[src/rtl/nibble_seq.sv]
// Nibble-serial ALU sequencer: drives an external 4-bit ALU one nibble per cycle.
// Optional signed-overflow flag enabled by defining NIBBLE_SEQ_OVF_EN.
module nibble_seq #(
    parameter int NIBBLES = 4
) (
    input  logic                   clk,
    input  logic                   rst,
    input  logic                   start,
    input  logic [1:0]             op,
    input  logic [4*NIBBLES-1:0]   opa,
    input  logic [4*NIBBLES-1:0]   opb,
    output logic                   ready,
    output logic                   done,
    output logic [4*NIBBLES-1:0]   result,
    output logic                   carry,
    output logic                   zero,
    output logic                   ovf,
    output logic [3:0]             alu_a,
    output logic [3:0]             alu_b,
    output logic [3:0]             alu_s,
    output logic                   alu_m,
    output logic                   alu_crin,
    input  logic [3:0]             alu_f,
    input  logic                   alu_crout
);

    localparam int W  = 4 * NIBBLES;
    localparam int IW = $clog2(NIBBLES);

    localparam logic [1:0] OP_ADD  = 2'b00;
    localparam logic [1:0] OP_SUB  = 2'b01;
    localparam logic [1:0] OP_NOR  = 2'b10;
    localparam logic [1:0] OP_MOVB = 2'b11;

    typedef enum logic [1:0] {
        IDLE = 2'b00,
        RUN  = 2'b01,
        DONE = 2'b10
    } state_e;

    state_e         state_q, state_d;
    logic [IW-1:0]  idx_q, idx_d;
    logic [1:0]     op_q, op_d;
    logic [W-1:0]   opa_q, opa_d;
    logic [W-1:0]   opb_q, opb_d;
    logic [W-1:0]   res_q, res_d;
    logic           cy_q, cy_d;
    logic           carry_q, carry_d;
    logic           zero_q, zero_d;
`ifdef NIBBLE_SEQ_OVF_EN
    logic           ovf_q, ovf_d;
`endif

    logic arith;
    logic last;

    assign arith = (op_q == OP_ADD) || (op_q == OP_SUB);
    assign last  = (idx_q == IW'(NIBBLES - 1));

    always_ff @(posedge clk or posedge rst) begin
        if (rst) begin
            state_q <= IDLE;
            idx_q   <= '0;
            op_q    <= '0;
            opa_q   <= '0;
            opb_q   <= '0;
            res_q   <= '0;
            cy_q    <= 1'b0;
            carry_q <= 1'b0;
            zero_q  <= 1'b0;
`ifdef NIBBLE_SEQ_OVF_EN
            ovf_q   <= 1'b0;
`endif
        end else begin
            state_q <= state_d;
            idx_q   <= idx_d;
            op_q    <= op_d;
            opa_q   <= opa_d;
            opb_q   <= opb_d;
            res_q   <= res_d;
            cy_q    <= cy_d;
            carry_q <= carry_d;
            zero_q  <= zero_d;
`ifdef NIBBLE_SEQ_OVF_EN
            ovf_q   <= ovf_d;
`endif
        end
    end

    always_comb begin
        state_d  = state_q;
        idx_d    = idx_q;
        op_d     = op_q;
        opa_d    = opa_q;
        opb_d    = opb_q;
        res_d    = res_q;
        cy_d     = cy_q;
        carry_d  = carry_q;
        zero_d   = zero_q;
`ifdef NIBBLE_SEQ_OVF_EN
        ovf_d    = ovf_q;
`endif
        alu_a    = 4'd0;
        alu_b    = 4'd0;
        alu_s    = 4'd0;
        alu_m    = 1'b0;
        alu_crin = 1'b0;

        unique case (state_q)
            IDLE: begin
                if (start) begin
                    op_d    = op;
                    opa_d   = opa;
                    opb_d   = opb;
                    idx_d   = '0;
                    res_d   = '0;
                    cy_d    = 1'b0;
                    carry_d = 1'b0;
                    zero_d  = 1'b0;
`ifdef NIBBLE_SEQ_OVF_EN
                    ovf_d   = 1'b0;
`endif
                    state_d = RUN;
                end
            end
            RUN: begin
                alu_a = opa_q[{idx_q, 2'b00} +: 4];
                alu_b = opb_q[{idx_q, 2'b00} +: 4];
                unique case (op_q)
                    OP_ADD:  begin alu_s = 4'h9; alu_m = 1'b0; end
                    OP_SUB:  begin alu_s = 4'h6; alu_m = 1'b0; end
                    OP_NOR:  begin alu_s = 4'h1; alu_m = 1'b1; end
                    default: begin alu_s = 4'hA; alu_m = 1'b1; end
                endcase
                // Nibble 0 seeds the chain: SUB is A + ~B + 1
                if (arith) begin
                    alu_crin = (idx_q == '0) ? (op_q == OP_SUB) : cy_q;
                end
                res_d[{idx_q, 2'b00} +: 4] = alu_f;
                cy_d  = alu_crout;
                idx_d = idx_q + 1'b1;
                if (last) begin
                    idx_d   = '0;
                    carry_d = arith & alu_crout;
                    zero_d  = (res_d == '0);
`ifdef NIBBLE_SEQ_OVF_EN
                    if (op_q == OP_ADD) begin
                        ovf_d = (opa_q[W-1] == opb_q[W-1]) && (alu_f[3] != opa_q[W-1]);
                    end else if (op_q == OP_SUB) begin
                        ovf_d = (opa_q[W-1] != opb_q[W-1]) && (alu_f[3] != opa_q[W-1]);
                    end else begin
                        ovf_d = 1'b0;
                    end
`endif
                    state_d = DONE;
                end
            end
            DONE: state_d = IDLE;
            default: state_d = IDLE;
        endcase
    end

    assign ready  = (state_q == IDLE);
    assign done   = (state_q == DONE);
    assign result = res_q;
    assign carry  = carry_q;
    assign zero   = zero_q;
`ifdef NIBBLE_SEQ_OVF_EN
    assign ovf    = ovf_q;
`else
    assign ovf    = 1'b0;
`endif

endmodule

[config.mk]
export PLATFORM = sky130hd
export DESIGN_NAME = nibble_seq
export DESIGN_NICKNAME = d
export VERILOG_FILES = /design/src/rtl/nibble_seq.sv
export SDC_FILE = /design/constraint.sdc
export NUM_CORES = 1
export LEC_CHECK = 0
export ABC_AREA = 1
export CORE_MARGIN = 2
export CORE_UTILIZATION = 40
export DETAILED_ROUTE_END_ITERATION = 6
export PLACE_DENSITY = 0.66
export SYNTH_ARGS = -nofsm -noshare
export SYNTH_HDL_FRONTEND = slang
export SYNTH_SLANG_ARGS = --single-unit
[constraint.sdc]
create_clock -name clk -period 2.1 [get_ports clk]
set_input_delay 0.315 -clock clk [delete_from_list [all_inputs] [get_ports clk]]
set_output_delay 0.315 -clock clk [all_outputs]
set_load 0.03 [all_outputs]
* After elaboration in Yosys (flattened, before gate mapping)
Cells that the tools add are included.
** Word-level totals
- Input bits :: 42
- Word-level logic and storage cells :: 58
- Bits in registers :: 57
- Output and inout port bits :: 35
** Cells by class
- Muxes and demuxes :: 24
- Bitwise gates (word level) :: 1
- Equality and inequality tests :: 7
- Reduce and logical (&&, ||, !) cells :: 11
- Shift-type cells :: 4
- Add/sub/neg operators :: 2
** Operators with widths (count)
- $pmux 16 s2 :: 1
- $shiftx 16x5->4 :: 2
- $bwmux 16 :: 1
- $logic_not 16->1 :: 1
- $mux 16 :: 1
- $shift 4x6->16 const A :: 1
- $shiftx 4x6->16 :: 1
- $mux 4 :: 3
- $pmux 4 s3 :: 1
- $mux 1 :: 8
- $mux 2 :: 4
- $pmux 2 s2 :: 2
- $eq 2x2->1 const B :: 3
- $logic_not 2->1 :: 3
- $neg 4->6 :: 1
- $pmux 1 s2 :: 3
- $reduce_and 2->1 :: 3
- $eq 2x1->1 const B :: 2
- $ne 2x2->1 const B :: 2
- $reduce_and 3->1 :: 1
- $add 2x1->2 const B :: 1
- $reduce_bool 2->1 :: 1
- $reduce_or 2->1 :: 1
- $and 1x1->1 :: 1
- $logic_or 1x1->1 :: 1

* Depth between registers and ports, before layout
Gate-level depths: netlist (run 1).
- Word-level depth :: 6
- Gate-level depth with buffers :: 14
- Gate-level depth less buffers :: 12

* Worst setup path before layout (run 1)
OpenSTA, ideal clock, no wires.
- Path kind :: register to output
- From :: reg idx_q[0]
- To :: out alu_crin
- Path slack :: -34 ps
- Arrival :: 1819 ps
- Path buffers :: 2
- Required time :: 1785 ps
- Stages on the path, launching flop included :: 8
- Path through :: dfrtp_1 buf_4 inv_2 ha_1 buf_4 inv_2 a21oi_1 a211oi_1
** On the way
- Longest elaborated chain between the ends :: 4
** Ends and longest elaborated chain
- from (decl) :: line 42 : logic [IW-1:0] idx_q, idx_d;
- from (signal assigned) :: line 76 : idx_q <= idx_d;
- $logic_not 2->1 :: line 137 : alu_crin = (idx_q == '0) ? (op_q == OP_SUB) : cy_q;
- $mux 1 :: line 137
- $mux 1 :: line 136 : if (arith) begin
- $mux 1 :: line 109 : unique case (state_q)
- to (decl) :: line 22 : output logic alu_crin,
No other way between the ends.

* Worst setup path after layout (run 1)
- From :: reg state_q[1]
- To :: out ready
** On the way
- Longest elaborated chain between the ends :: 1
** Ends and longest elaborated chain
- from (decl) :: line 41 : state_e state_q, state_d;
- from (signal assigned) :: line 75 : state_q <= state_d;
- $logic_not 2->1 :: line 163 : assign ready = (state_q == IDLE);
- to (decl) :: line 12 : output logic ready,
No other way between the ends.

==> results_dict.tcl, run 1 <==
set metrics [dict create \
    ys_seq_area_share_pct 47.66 \
    initial_core_util_pct 41.26 \
    io_pins 77 \
    drt_first_iter_violations 88 \
    grt_max_degree 58 \
    startpoint_type "flop" \
    antenna_cells 0 \
    wl_um 7262 \
    cts_hold_buf 0 \
    area_growth_pct 36.16 \
    synth_nets 431 \
    period_share_pct 95.85 \
    ys.warnings.count 0 \
    die-area_um2 8190 \
    layout-drive-gt1-share_pct 12.50 \
    status "completed" \
    p_leak_nw 2.009 \
    clockRootBuffer "clkbuf_8" \
    reg2reg_from "idx_q[0]$_DFFE_PP0P_" \
    final_common_cell "nand2_1" \
    antenna_found_initial 0 \
    clk_pin_slew_ns 0.07 \
    die_w_um 90.50 \
    regArea_um2 1428 \
    tritoncts "built" \
    core_um2 7253 \
    nNetsFinal 512 \
    mostFrequentLayoutCells "nand2_1, clkdlybuf4s50_1, dfrtp_1, nor2_1" \
    grt_pass1_wl_um 12480 \
    multiInputGateArea_um2 1305 \
    worst-path-max-fanout 3 \
    ys_ff_latch 57 \
    power.density_nw_per_um2 1660 \
    cts_buffers 9 \
    cp-end-kind "output pin" \
    cp.arrival_ns 1.70 \
    fin_skew_ns 0.005786 \
    fin_crit_ns 2.013 \
    clock_sinks 57 \
    drt_first_pass_iters 4 \
    cp-startpoint "state_q[1]$_DFFE_PP0P_" \
    drv_cap 0 \
    port_buffers 75 \
    final-setup-viol-count 0 \
    drc 0 \
    hpwl_um 5275 \
    fp.dieH_um 90.50 \
    crit_type "reg -> out" \
    grt_pass1_vias 2769 \
    wl_per_cell_um 12.90 \
    grt_overflow_total 0 \
    required_ns 1.78 \
    finalPower_mw 6.766 \
    syn_area_um2 2993 \
    synthCells 378 \
    timing.fmax_mhz 496.8 \
    htree_levels 3 \
    clkLatencyLatePin_ns 0.34 \
    r2r_slack_ns 0.28 \
    synth_cell_types 28 \
    grt.total_usage_pct 19.02 \
    finalHoldViolCount 0 \
    ir_worst_vdd_mv 0.5809 \
    cts.path.max_buffers 2 \
    fin_setup_tns_ns 0 \
    grt_setup_unrepaired "false" \
    hp-class "in -> async" \
    gp_congestion 0.8444 \
    route.antenna.remaining_nets 0 \
    synth.avg_cell_area_um2 7.918 \
    report.final.slew_viol_count 0 \
    avgViaCountPerCell 4.828 \
    num_rows 31 \
    fill_cells 702 \
    vias 2718 \
]
## Yosys cell counts
cell type | number | area, µm²
a211oi_1 | 1 | 7.510
a21oi_1 | 17 | 85.08
a22o_1 | 11 | 96.34
buf_2 | 7 | 35.03
buf_4 | 4 | 30.03
buf_6 | 2 | 22.52
clkbuf_1 | 4 | 15.01
conb_1 | 1 | 3.750
dfrtp_1 | 57 | 1426
ha_1 | 11 | 137.6
inv_1 | 37 | 138.9
inv_2 | 5 | 18.77
inv_4 | 1 | 6.260
nand2_1 | 114 | 427.9
nand2_2 | 2 | 12.51
nand2_4 | 1 | 11.26
nand3_1 | 9 | 45.04
nor2_1 | 39 | 146.4
nor2_2 | 1 | 6.260
nor2_4 | 2 | 22.52
nor2_8 | 1 | 20.02
nor3_1 | 2 | 10.01
o211ai_1 | 5 | 37.54
o21ai_0 | 36 | 180.2
o21ai_1 | 1 | 5.000
o22ai_1 | 5 | 31.28
o31ai_1 | 1 | 7.510
or2_1 | 1 | 6.260
## cells by family after synthesis
group | share of synthesized area [%]
simple gates | 23.66
compound gates | 15.05
buf+inv | 8.904
flops | 47.66
fa+ha+maj | 4.599
other cells | 0.1253
## registers in the layout, summed over array words and instances, names as in the netlist
signal / cells
result: 16
opa_q: 16
zero: 1
state_q: 2
op_q: 2
opb_q: 16
carry: 1
idx_q: 2
cy_q: 1
## path summary, 6_finish.rpt
| path | to | cells past startpoint |
|---|---|---|
| worst max-delay path | ready | 2 |
| worst max register to register | zero$_DFFE_PP0P_ | 13 |
| min in group clk | opa_q[0]$_DFFE_PP0P_ | 2 |
| worst min register to register | opa_q[0]$_DFFE_PP0P_ | 2 |
| worst min-delay path | zero$_DFFE_PP0P_ | 3 |
| max in group asynchronous | idx_q[0]$_DFFE_PP0P_ | 3 |
## stage by stage
step                      setup slack [ns]  hold slack (ns)  instance area [µm²]  std cells  utilization [%]
after detailed placement            0.1720           0.4602                 3827        545            52.77
after floorplan                     0.2414           0.4246                 2998        378                -
after CTS                          0.04154           0.3493                 4074        562            56.17
after global routing              0.008036           0.3627                 4075        563            56.18
final                              0.08724           0.3396                 4075        563            56.18
after global placement              0.2376           0.4600                 3827        545            52.77
## report_power, final
part / total, mW / switching [mW] / internal, mW / leakage [nW]
combinational: 3.65 / 2.32 / 1.34 / 1.15
clock: 1.27 / 0.453 / 0.814 / 0.126
sequential: 1.84 / 0.268 / 1.58 / 0.729
## final cells by class
type / count / area share [%]
Clock buffer: 10 / 3.377
Multi-Input combinational cell: 261 / 32.02
Timing Repair Buffer: 87 / 19.93
Tap cell: 99 / 3.040
Clock inverter: 6 / 2.579
Sequential cell: 57 / 35.03
Inverter: 43 / 4.022
## what timing repair did
action	CTS	global route
setup endpoints to repair	4	3
setup buffers	1	1
resized for setup	3	5
cloned	0	0
## metal layers
| metal | up-vias | share of wire [%] | global-route usage, % |
|---|---|---|---|
| met5 | - | 0 | 0 |
| met4 | 0 | 2.0 | 8.718 |
| met3 | 10 | 5.7 | 4.674 |
| met2 | 86 | 48 | 32.40 |
| met1 | 1258 | 45 | 22.64 |
| li1 | 1364 | - | - |
## critical path: stages, from the launching register on
cell and delay, ns:
dfrtp_1 0.48, nor2_4 0.19, clkdlybuf4s50_1 0.69
(Power assumes the default switching activity.)
==> run 2: changes to the inputs <==
SLEW_MARGIN = 20   (was default)
clock period = 2.2 ns   (was 2.1 ns; I/O delays follow)
==> results_dict.tcl, run 2 (synthesis gave the netlist of run 1 again) <==
set metrics [dict create \
    port_buffers 75 \
    max_stage_delay_ns 0.46 \
    nNetsFinal 512 \
    grt_setup_unrepaired "false" \
    final_area_um2 4049 \
    crit_type "reg -> out" \
    initial_core_util_pct 41.26 \
    multiInputGateArea_um2 1313 \
    antenna_cells 0 \
    period_share_pct 95.10 \
    p_sw_mw 2.919 \
    tritoncts "built" \
    finalHoldViolCount 0 \
    clkPwrFrac_pct 15.7 \
    ir_worst_vdd_mv 0.6029 \
    clock_sinks 57 \
    timing.fmax_mhz 478.0 \
    drc 0 \
    layout-drive-gt1-share_pct 11.64 \
    core_um2 7253 \
    r2r_slack_ns 0.41 \
    power_frac_comb_pct 55.9 \
    clk_pin_slew_ns 0.07 \
    grt.total_usage_pct 19.01 \
    drv_cap 0 \
    report.final.slew_viol_count 0 \
    fin_skew_ns 0.003792 \
    r2r_end "zero$_DFFE_PP0P_" \
    reg2reg_from "idx_q[1]$_DFFE_PP0P_" \
    area_growth_pct 35.28 \
    cts_buffers 9 \
    cp.arrival_ns 1.76 \
    dp.cells 544 \
    grt_pass1_vias 2679 \
    placed_cell_area_um2 3810 \
    p_int_mw 3.344 \
    share_seq_of_total_power_pct 28.5 \
    final_common_cell "nand2_1" \
    pre_cts_ws_ns 0.1890 \
    swShare_pct 46.61 \
    power.density_nw_per_um2 1547 \
    layout_setup_ws_ns 0.1077 \
    die_w_um 90.50 \
    grt_overflow_total 0 \
    die-area_um2 8190 \
    wl_per_cell_um 13.01 \
    hp-class "in -> async" \
    gp_congestion 0.8787 \
    wl_um 7325 \
    holdWs_ns 0.2696 \
    fin_crit_ns 2.092 \
    route.antenna.remaining_nets 0 \
    startpoint_type "flop" \
    mostFrequentLayoutCells "nand2_1, clkdlybuf4s50_1, dfrtp_1, nor2_1, o21ai_0" \
    grt_pass1_wl_um 12430 \
    p_leak_nw 1.988 \
    hpwl_um 5490 \
    drt_first_iter_violations 108 \
    required_ns 1.87 \
    vias 2698 \
    antenna_found_initial 0 \
    num_rows 31 \
    fin_cells 563 \
    fill_cells 706 \
    clockRootBuffer "clkbuf_8" \
    reg2reg_depth 12 \
    drt_first_pass_iters 4 \
    crit_chain "inv_2 -> ha_4 -> inv_2 -> a211oi_1 -> buf_4" \
    fin_setup_tns_ns 0 \
    cpMaxStageDelayCell "dfrtp_2" \
    grt_max_degree 30 \
    io_pins 77 \
    utilization_pct 55.82 \
    cts_hold_buf 0 \
    worst-path-max-fanout 8 \
    fp.dieH_um 90.50 \
    final-setup-viol-count 0 \
    finalPower_mw 6.263 \
    cp-end-kind "output pin" \
    regArea_um2 1429 \
    clkLatencyLatePin_ns 0.34 \
    cts.path.max_buffers 2 \
    path_common_cell "inv_2" \
    htree_levels 3 \
    status "completed" \
    avgViaCountPerCell 4.792 \
]
[run 2: cell count changes in the layout (fill, tap and decap cells not counted), moves of 2 or more]
cell	delta
buf_4	-3
bufinv_16	-2
clkbuf_2	-2
clkinvlp_4	+3
dlygate4sd2_1	+3
[run 2: power groups by stage]
stage	Clock, mW	Combinational [mW]	Sequential [mW]
floorplan	0	2.18	1.95
global placement	0	3.40	1.78
detailed placement	0	3.44	1.80
CTS	0.997	3.46	1.79
global route	1.06	3.87	1.84
finish	0.980	3.50	1.78
[run 2: final cells by class]
| cell class | count | area share (%) |
|---|---|---|
| Sequential cell | 57 | 35.29 |
| Multi-Input combinational cell | 261 | 32.42 |
| Timing Repair Buffer | 87 | 20.24 |
| Inverter | 43 | 4.141 |
| Tap cell | 99 | 3.059 |
| Clock buffer | 11 | 3.492 |
| Clock inverter | 5 | 1.360 |
[run 2: timing repair]
action                     CTS  global route
setup endpoints to repair    5             4
pin swaps                    0             0
setup buffers                0             3
gates resized for setup      6             5
[run 2: metal layers]
layer / track usage (%) / part of all wire [%]
met2: 32.21 / 48
met5: 0 / 0
met1: 23.33 / 45
met4: 5.641 / 0.96
met3: 5.760 / 6.2
[run 2: worst max-delay path by stage]
stage                                     from  endpoint  slack [ns]  depth (start not counted)
after floorplan           idx_q[0]$_DFFE_PP0P_  alu_crin        0.05                          7
after global placement    idx_q[1]$_DFFE_PP0P_  alu_a[0]        0.22                          5
after detailed placement  idx_q[1]$_DFFE_PP0P_  alu_a[0]        0.19                          5
after CTS                 idx_q[1]$_DFFE_PP0P_  alu_crin        0.01                          6
after global routing      idx_q[0]$_DFFE_PP0P_  alu_crin        0.03                          5
final                     idx_q[0]$_DFFE_PP0P_  alu_crin        0.11                          5
[run 2: critical path: cells and delay by family (launching register included)]
family	cells	cell delay (ns)
fa+ha+maj	1	0.21
flops	1	0.46
buf+inv	3	0.47
compound gates	1	0.29
==> run 3: changes to the inputs <==
MAX_ROUTING_LAYER = met4   (was default)
==> results_dict.tcl, run 3 (synthesis gave the netlist of run 1 again) <==
set metrics [dict create \
    final-setup-viol-count 0 \
    fin_setup_tns_ns 0 \
    final_area_um2 4049 \
    grt_max_degree 30 \
    p_leak_nw 1.988 \
    startpoint_type "flop" \
    die-area_um2 8190 \
    area_growth_pct 35.28 \
    cp_num_buf_inv 3 \
    path_common_cell "inv_2" \
    grt_overflow_total 0 \
    max_stage_delay_ns 0.46 \
    report.final.slew_viol_count 0 \
    avgViaCountPerCell 4.835 \
    power.density_nw_per_um2 1547 \
    drv_cap 0 \
    finalHoldViolCount 0 \
    clk_pin_slew_ns 0.07 \
    cts_buffers 9 \
    layout-drive-gt1-share_pct 11.64 \
    required_ns 1.87 \
    clkLatencyLatePin_ns 0.34 \
    grt_setup_unrepaired "false" \
    fp.dieH_um 90.50 \
    grt.total_usage_pct 19.57 \
    antenna_cells 0 \
    placed_cell_area_um2 3810 \
    wl_per_cell_um 12.99 \
    fill_cells 706 \
    cts_hold_buf 0 \
    mostFrequentLayoutCells "nand2_1, clkdlybuf4s50_1, dfrtp_1, nor2_1, o21ai_0" \
    nNetsFinal 512 \
    grt_pass1_vias 2678 \
    wl_um 7316 \
    finalPower_mw 6.265 \
    crit_type "reg -> out" \
    num_rows 31 \
    cp_top_family "buffers and inverters" \
    grt_pass1_wl_um 12440 \
    crit_chain "inv_2 -> ha_4 -> inv_2 -> a211oi_1 -> buf_4" \
    initial_core_util_pct 41.26 \
    clock_sinks 57 \
    fin_crit_ns 2.098 \
    route.antenna.remaining_nets 0 \
    worst-path-max-fanout 8 \
    drt_first_iter_violations 93 \
    cp.arrival_ns 1.77 \
    timing.fmax_mhz 476.7 \
    die_w_um 90.50 \
    fin_skew_ns 0.004025 \
    drc 0 \
    clockRootBuffer "clkbuf_8" \
    core_um2 7253 \
    drt_first_pass_iters 5 \
    vias 2722 \
    htree_levels 3 \
    cp-end-kind "output pin" \
    tritoncts "built" \
    antenna_found_initial 0 \
    period_share_pct 95.36 \
    io_pins 77 \
    gp_congestion 0.8933 \
    cts.path.max_buffers 2 \
    ir_worst_vdd_mv 0.6037 \
    hpwl_um 5490 \
    port_buffers 75 \
    hp-class "in -> async" \
    final_common_cell "nand2_1" \
    status "completed" \
    cpMaxStageDelayCell "dfrtp_2" \
    holdWs_ns 0.2666 \
]
-- run 3: cell counts in the layout (fill, tap and decap cells not counted) --
Identical to the previous run, type by type.
-- run 3: cell type report --
type                    count  area [µm²]  share of cell area (%)
flip-flops and latches     57        1429                   35.29
multi-input cells         261        1313                   32.42
repair buffers             87       819.5                   20.24
inverters                  43       167.7                   4.141
clock buffers              11       141.4                   3.492
well taps                  99       123.9                   3.059
clock inverters             5       55.05                   1.360
-- run 3: where the power goes --
part           internal, mW  total [mW]  switching, mW
Combinational          1.29        3.50           2.22
Sequential             1.51        1.78          0.275
Clock                 0.549       0.978          0.429
-- run 3: routing by layer --
layer / share of wire [%] / vias to the layer above / routed length, µm / track usage (%)
met5: 0 / - / 0 / -
met4: 1.0 / 0 / 76 / 5.641
met3: 5.8 / 8 / 421 / 5.092
met2: 48 / 94 / 3504 / 32.15
met1: 45 / 1252 / 3314 / 23.87
li1: - / 1368 / - / -
-- run 3: path summary, 6_finish.rpt --
path | start | end | slack, ns | depth (start not counted)
hold reg to reg | opb_q[0]$_DFFE_PP0P_ | opb_q[0]$_DFFE_PP0P_ | 0.48 | 2
setup / recovery | idx_q[0]$_DFFE_PP0P_ | alu_crin | 0.10 | 5
setup reg to reg | idx_q[1]$_DFFE_PP0P_ | zero$_DFFE_PP0P_ | 0.41 | 12
max in group asynchronous | rst | opa_q[2]$_DFFE_PP0P_ | 1.41 | 3
hold / removal | rst | carry$_DFFE_PP0P_ | 0.27 | 2
min in group clk | opb_q[0]$_DFFE_PP0P_ | opb_q[0]$_DFFE_PP0P_ | 0.48 | 2
-- run 3: per-stage QoR --
step / setup WS, ns / util, % / instances
after floorplan: 0.05136 / - / 378
after global placement: 0.2245 / 52.53 / 544
after detailed placement: 0.1890 / 52.53 / 544
after CTS: 0.01366 / 55.34 / 560
after global routing: 0.03075 / 55.82 / 563
final: 0.1021 / 55.82 / 563
-- run 3: what timing repair did --
action | 4_1_cts | 5_1_grt
setup buffers | 0 | 3
setup endpoints to repair | 5 | 4
gates resized for setup | 6 | 5
hold endpoints to repair | 0 | 0
